===== config.mk =====
export PLATFORM = sky130hd
export DESIGN_NAME = ysyx_25040109_idu_pipe
export DESIGN_NICKNAME = d
export VERILOG_FILES = /design/src/rtl/ysyx_25040109_idu_pipe.sv
export SDC_FILE = /design/constraint.sdc
export NUM_CORES = 1
export LEC_CHECK = 0
export BUFFER_PORTS_ARGS = -buffer_cell sky130_fd_sc_hd__buf_2
export CORE_MARGIN = 5
export CORE_UTILIZATION = 25
export DETAILED_ROUTE_END_ITERATION = 12
export HOLD_SLACK_MARGIN = 0.05
export PLACE_DENSITY = 0.5
export SYNTH_ARGS = -nofsm -noshare
export SYNTH_HDL_FRONTEND = slang
export SYNTH_SLANG_ARGS = --single-unit

===== constraint.sdc =====
create_clock -name clk -period 7.5 [get_ports clk]
set_input_delay 1.125 -clock clk [delete_from_list [all_inputs] [get_ports clk]]
set_output_delay 1.125 -clock clk [all_outputs]
set_load 0.01 [all_outputs]

===== src/rtl/ysyx_25040109_idu_pipe.sv =====
// Queued instruction decode stage: decodes IFU beats on entry and holds
// decoded bundles in a DEPTH-entry FIFO feeding the EXU.
module ysyx_25040109_idu_pipe #(
  parameter int unsigned XLEN      = 32,
  parameter int unsigned DEPTH     = 2,
  parameter int unsigned RV_M      = 1,
  parameter int unsigned RV_ZICSR  = 1,
  parameter int unsigned ILL_CNT_W = 8
) (
  input  logic                 clk,
  input  logic                 rst,
  input  logic                 flush,
  input  logic                 in_valid,
  output logic                 in_ready,
  input  logic [31:0]          in_inst,
  input  logic [XLEN-1:0]      in_pc,
  output logic                 out_valid,
  input  logic                 out_ready,
  output logic [XLEN-1:0]      out_pc,
  output logic [31:0]          out_inst,
  output logic [4:0]           rd_addr,
  output logic [4:0]           rs1_addr,
  output logic [4:0]           rs2_addr,
  output logic [XLEN-1:0]      imm,
  output logic [2:0]           funct3,
  output logic [6:0]           funct7,
  output logic [11:0]          csr_addr,
  output logic                 reg_write_en,
  output logic                 inst_invalid,
  output logic [ILL_CNT_W-1:0] ill_count
);

  localparam int unsigned PTR_W = (DEPTH > 1) ? $clog2(DEPTH) : 1;
  localparam int unsigned CNT_W = $clog2(DEPTH) + 1;

  localparam logic [6:0] OP_LUI    = 7'b0110111;
  localparam logic [6:0] OP_AUIPC  = 7'b0010111;
  localparam logic [6:0] OP_JAL    = 7'b1101111;
  localparam logic [6:0] OP_JALR   = 7'b1100111;
  localparam logic [6:0] OP_BRANCH = 7'b1100011;
  localparam logic [6:0] OP_LOAD   = 7'b0000011;
  localparam logic [6:0] OP_STORE  = 7'b0100011;
  localparam logic [6:0] OP_IMM    = 7'b0010011;
  localparam logic [6:0] OP_OP     = 7'b0110011;
  localparam logic [6:0] OP_SYSTEM = 7'b1110011;

  localparam logic [31:0] INST_ECALL  = 32'h0000_0073;
  localparam logic [31:0] INST_EBREAK = 32'h0010_0073;
  localparam logic [31:0] INST_MRET   = 32'h3020_0073;

  typedef struct packed {
    logic [XLEN-1:0] pc;
    logic [31:0]     inst;
    logic [XLEN-1:0] imm;
    logic            reg_write_en;
    logic            inst_invalid;
  } entry_t;

  entry_t           mem [DEPTH];
  entry_t           dec;
  logic [PTR_W-1:0] wr_ptr, rd_ptr;
  logic [CNT_W-1:0] count;
  logic             push, pop;
  logic             legal, wb;
  logic [31:0]      imm32;
  logic [6:0]       opc, f7;
  logic [2:0]       f3;

  function automatic logic [PTR_W-1:0] next_ptr(input logic [PTR_W-1:0] p);
    return (p == PTR_W'(DEPTH - 1)) ? '0 : p + PTR_W'(1);
  endfunction

  // Combinational decode of the incoming beat
  always_comb begin
    legal = 1'b0;
    wb    = 1'b0;
    imm32 = '0;
    opc   = in_inst[6:0];
    f3    = in_inst[14:12];
    f7    = in_inst[31:25];
    case (opc)
      OP_LUI, OP_AUIPC: begin
        legal = 1'b1;
        wb    = 1'b1;
        imm32 = {in_inst[31:12], 12'b0};
      end
      OP_JAL: begin
        legal = 1'b1;
        wb    = 1'b1;
        imm32 = {{11{in_inst[31]}}, in_inst[31], in_inst[19:12], in_inst[20], in_inst[30:21], 1'b0};
      end
      OP_JALR: begin
        legal = (f3 == 3'b000);
        wb    = 1'b1;
        imm32 = {{20{in_inst[31]}}, in_inst[31:20]};
      end
      OP_LOAD: begin
        legal = f3 inside {3'b000, 3'b001, 3'b010, 3'b100, 3'b101};
        wb    = 1'b1;
        imm32 = {{20{in_inst[31]}}, in_inst[31:20]};
      end
      OP_STORE: begin
        legal = f3 inside {3'b000, 3'b001, 3'b010};
        imm32 = {{20{in_inst[31]}}, in_inst[31:25], in_inst[11:7]};
      end
      OP_BRANCH: begin
        legal = !(f3 inside {3'b010, 3'b011});
        imm32 = {{19{in_inst[31]}}, in_inst[31], in_inst[7], in_inst[30:25], in_inst[11:8], 1'b0};
      end
      OP_IMM: begin
        wb    = 1'b1;
        imm32 = {{20{in_inst[31]}}, in_inst[31:20]};
        case (f3)
          3'b001:  legal = (f7 == 7'b0000000);
          3'b101:  legal = (f7 == 7'b0000000) || (f7 == 7'b0100000);
          default: legal = 1'b1;
        endcase
      end
      OP_OP: begin
        wb    = 1'b1;
        legal = (f7 == 7'b0000000)
             || ((f7 == 7'b0100000) && (f3 == 3'b000 || f3 == 3'b101))
             || ((f7 == 7'b0000001) && (RV_M != 0));
      end
      OP_SYSTEM: begin
        if (in_inst == INST_ECALL || in_inst == INST_EBREAK) begin
          legal = 1'b1;
        end else if (RV_ZICSR != 0) begin
          if (in_inst == INST_MRET) begin
            legal = 1'b1;
          end else if (f3 != 3'b000 && f3 != 3'b100) begin
            legal = 1'b1;
            wb    = 1'b1;
            if (f3[2]) imm32 = {27'b0, in_inst[19:15]};
          end
        end
      end
      default: legal = 1'b0;
    endcase

    dec.pc           = in_pc;
    dec.inst         = in_inst;
    dec.inst_invalid = !legal;
    dec.reg_write_en = legal && wb && (in_inst[11:7] != 5'd0);
    dec.imm          = legal ? XLEN'($signed(imm32)) : '0;
  end

  assign in_ready  = (count != CNT_W'(DEPTH));
  assign out_valid = (count != '0);
  assign push      = in_valid && in_ready;
  assign pop       = out_valid && out_ready;

  // FIFO state and illegal counter; flush drops queue contents only
  always_ff @(posedge clk) begin
    if (rst) begin
      wr_ptr    <= '0;
      rd_ptr    <= '0;
      count     <= '0;
      ill_count <= '0;
      for (int i = 0; i < int'(DEPTH); i++) mem[i] <= '0;
    end else if (flush) begin
      wr_ptr <= '0;
      rd_ptr <= '0;
      count  <= '0;
    end else begin
      if (push) begin
        mem[wr_ptr] <= dec;
        wr_ptr      <= next_ptr(wr_ptr);
        if (dec.inst_invalid && ill_count != '1) ill_count <= ill_count + ILL_CNT_W'(1);
      end
      if (pop) rd_ptr <= next_ptr(rd_ptr);
      case ({push, pop})
        2'b10:   count <= count + CNT_W'(1);
        2'b01:   count <= count - CNT_W'(1);
        default: count <= count;
      endcase
    end
  end

  assign out_pc       = mem[rd_ptr].pc;
  assign out_inst     = mem[rd_ptr].inst;
  assign imm          = mem[rd_ptr].imm;
  assign reg_write_en = mem[rd_ptr].reg_write_en;
  assign inst_invalid = mem[rd_ptr].inst_invalid;
  assign rd_addr      = out_inst[11:7];
  assign rs1_addr     = out_inst[19:15];
  assign rs2_addr     = out_inst[24:20];
  assign funct3       = out_inst[14:12];
  assign funct7       = out_inst[31:25];
  assign csr_addr     = out_inst[31:20];

endmodule


==> metrics.txt <==
status=finished, final reports clean; Hold EP=ill_count[5]$_SDFFE_PP0P_; crit path cell chain=buf_4, mux2_2, buf_2; crit path DAT=2710 ps; Initial Util=25.4%; Yosys top cell by area=edfxtp_1; Final setup viols=0; CP Buf/Inv Count=2; share of the synthesized area in the top cell type=59.6%; Die ar.=43,600 um^2; Worst path top cell family by delay=buffers and inverters; Yosys warnings=0; maximum vdd ir drop=140 uV; routed wl met2=13,400 um; drc violations=0; CTS buffer count=26; most frequent cells in the layout=buf_2 (213), edfxtp_1 (196), and2_1 (129); CP Class=flip-flop to primary output; drt wl/cell=19.1 um; clk_lat worst skew=550 ps; Clock Sinks=209; synthesized area per cell=13.0 um^2; Synth cell types=47; first-pass GRT wire length=41,900 um; clock share of power=42.4%; R2R depth=6; Boundary Pins=214; r2r setup slk=4020 ps; Critical Path Fanout Max=50; Max Slew Vio Count=0; largest net degree at the start of global routing=67; Clock Tree Buf Depth=3; Post-CTS Setup Repair Bufs=0; GRT overflow=0; Max Clock Skew=32.2 ps; commonest non-fill, non-tap cell in the layout=buf_2; Post-Syn Area=9870 um^2; final-stage net count=995; hold depth=2; highest routed layer=met5; DRT antenna net count=0; hold path startpoint=ill_count[5]$_SDFFE_PP0P_; cell area after placement=11,200 um^2; final non-filler cell total=1,463; sequential power share=48.7%; # port buffers=213; drt via density=4.38; period utilisation layout=51.1%; Async SR Flop Fraction=0%; Area Overhead vs Synth=21.3%; CTS root buf=clkbuf_16; Int Pwr=2100 uW; EDFF count, synth=196; post-route setup TNS=0 ps; Post-CTS Resized=0; initial antenna violation count=1; worst hold path type=flip-flop to flip-flop; CP Capture Type=primary output; placed insts=1,414; DR pass1 iterations=4; Slowest cell on crit path=dfxtp_4; ranking of synthesized cells by area=edfxtp_1 (60%), mux2_2 (11%), and2_1 (8.2%), buf_4 (3.0%), nor2_1 (2.8%); Synth Register Bits=209; Die Ht=209 um; num rows=72; routability cong.=0.767; Comb power frac=8.9%; Worst path max stage delay=810 ps; Lkg Pwr=0.00461 uW; Total Routing Usage GR=12.4%; crit path time final=3830 ps; Post-synth top flop=edfxtp_1; post-detail-place hpwl=18,100 um; total wire length=27,900 um; M1 wire length=12,200 um; layout cell share with drive strength beyond 1=39.4%; hold-fix buffers at CTS=0; crit start category=flip-flop; worst slew pin tran=1120 ps; Iter 0 DRT Violations=368; P_sw=661 uW; RSZ-0062 raised after global routing=false; Max-cap violations=0; H-tree depth=1; sequential area share after synthesis=62.3%; Slew headroom=25.3%; routed via count=6,413; Die Width=209 um; WL met3=1690 um; Layout Cell Area excl Fill=12,000 um^2; vias in the first global route=6,579; CTS tree=yes; syn_nets=830; FF-to-FF End=mem[1][43]$_SDFFCE_PN0P_; f_max=261 MHz; Syn Inst Count=759; CP Data Required Time=6380 ps; final hold viol count=0; CTS clk-pin slew, worst paths=50 ps; FF-to-FF Start=count[0]$_SDFFE_PP0P_; PwrDens=230 nW/um^2; core area=38,800 um^2; Net Sw Frac=24.0%
==> worst max path at each step <==
stage | start | to | slack, ps | cells after the start
floorplan | flush | mem[0][0]$_SDFFCE_PN0P_ | 3840 | 4
global placement | rst | mem[1][42]$_SDFFCE_PN0P_ | 3250 | 5
global route | flip-flop | out_inst[20] | 3480 | 3
CTS | flip-flop | out_inst[20] | 3490 | 3
detailed placement | rst | mem[1][43]$_SDFFCE_PN0P_ | 3220 | 5
finish | flip-flop | imm[0] | 3670 | 3
==> metal layers <==
metal  vias to the layer above  GRT usage (%)
met4                         2           3.65
met5                         -              0
met2                       191           20.1
li1                       3013              -
met3                        43           2.79
met1                      3164           16.6
==> cells by family after synthesis <==
| logic type | after synthesis | share of synthesized area [%] |
|---|---|---|
| adders and majority gates | 2 | 0.253 |
| muxes | 99 | 11.3 |
| AOI/OAI and AO/OA | 72 | 4.31 |
| xor gates and xnor gates | 6 | 0.532 |
| buffers and inverters | 88 | 5.11 |
| and+or+nand+nor | 283 | 16.2 |
| DFF | 209 | 62.3 |
==> final cells by class <==
class                      instances  area [um^2]
inverter                           6         22.5
clock buffer                      34          681
clock inverter                    14          108
sequential                       209         6150
timing repair buffer             219         1110
multi-input combinational        462         3260
tap                              518          648
antenna                            1         2.50
fill                            3901        26800
==> metrics by stage <==
| stage | power, uW | setup WS [ps] | hold slack [ps] | util [%] |
|---|---|---|---|---|
| 6_report | 2760 | 3670 | 512 | 30.9 |
| 3_5_place_dp | 1620 | 3220 | 511 | 28.8 |
| 2_1_floorplan | 1510 | 3840 | 504 | - |
| 4_1_cts | 2810 | 3490 | 524 | 30.8 |
| 3_3_place_gp | 1620 | 3250 | 493 | 28.8 |
| 5_1_grt | 2880 | 3480 | 560 | 30.8 |
==> state kept, by name (all words and copies together), names as in the netlist, named ones only <==
register,cells
wr_ptr,1
count,2
mem,196
rd_ptr,1
ill_count,8
==> worst min-delay path, stage by stage (launching register included) <==
cell and delay (ps):
dfxtp_1 330, o31ai_1 70, a21oi_1 60
==> cells in the mapped netlist (3+ instances only) <==
cell	instances
o31ai_1	6
buf_2	9
nand4_1	3
xor2_1	3
nor3_1	9
a21oi_1	45
or4_1	6
nor2b_1	3
clkbuf_1	29
dfxtp_1	13
mux2_2	98
xnor2_1	3
inv_1	6
and2_1	129
nand2b_1	5
buf_4	39
o21ai_0	7
nand2_1	22
edfxtp_1	196
nor4_1	5
nand3_1	8
nor2_1	73
or2_2	6
a22oi_1	4
==> power by group through the flow <==
stage | Clock, uW | Combinational (uW) | Sequential, uW
finish | 1170 | 246 | 1340
global route | 1260 | 269 | 1350
CTS | 1210 | 254 | 1350
detailed placement | 0 | 253 | 1370
global placement | 0 | 253 | 1370
floorplan | 0 | 150 | 1360
(Power assumes the default switching activity.)
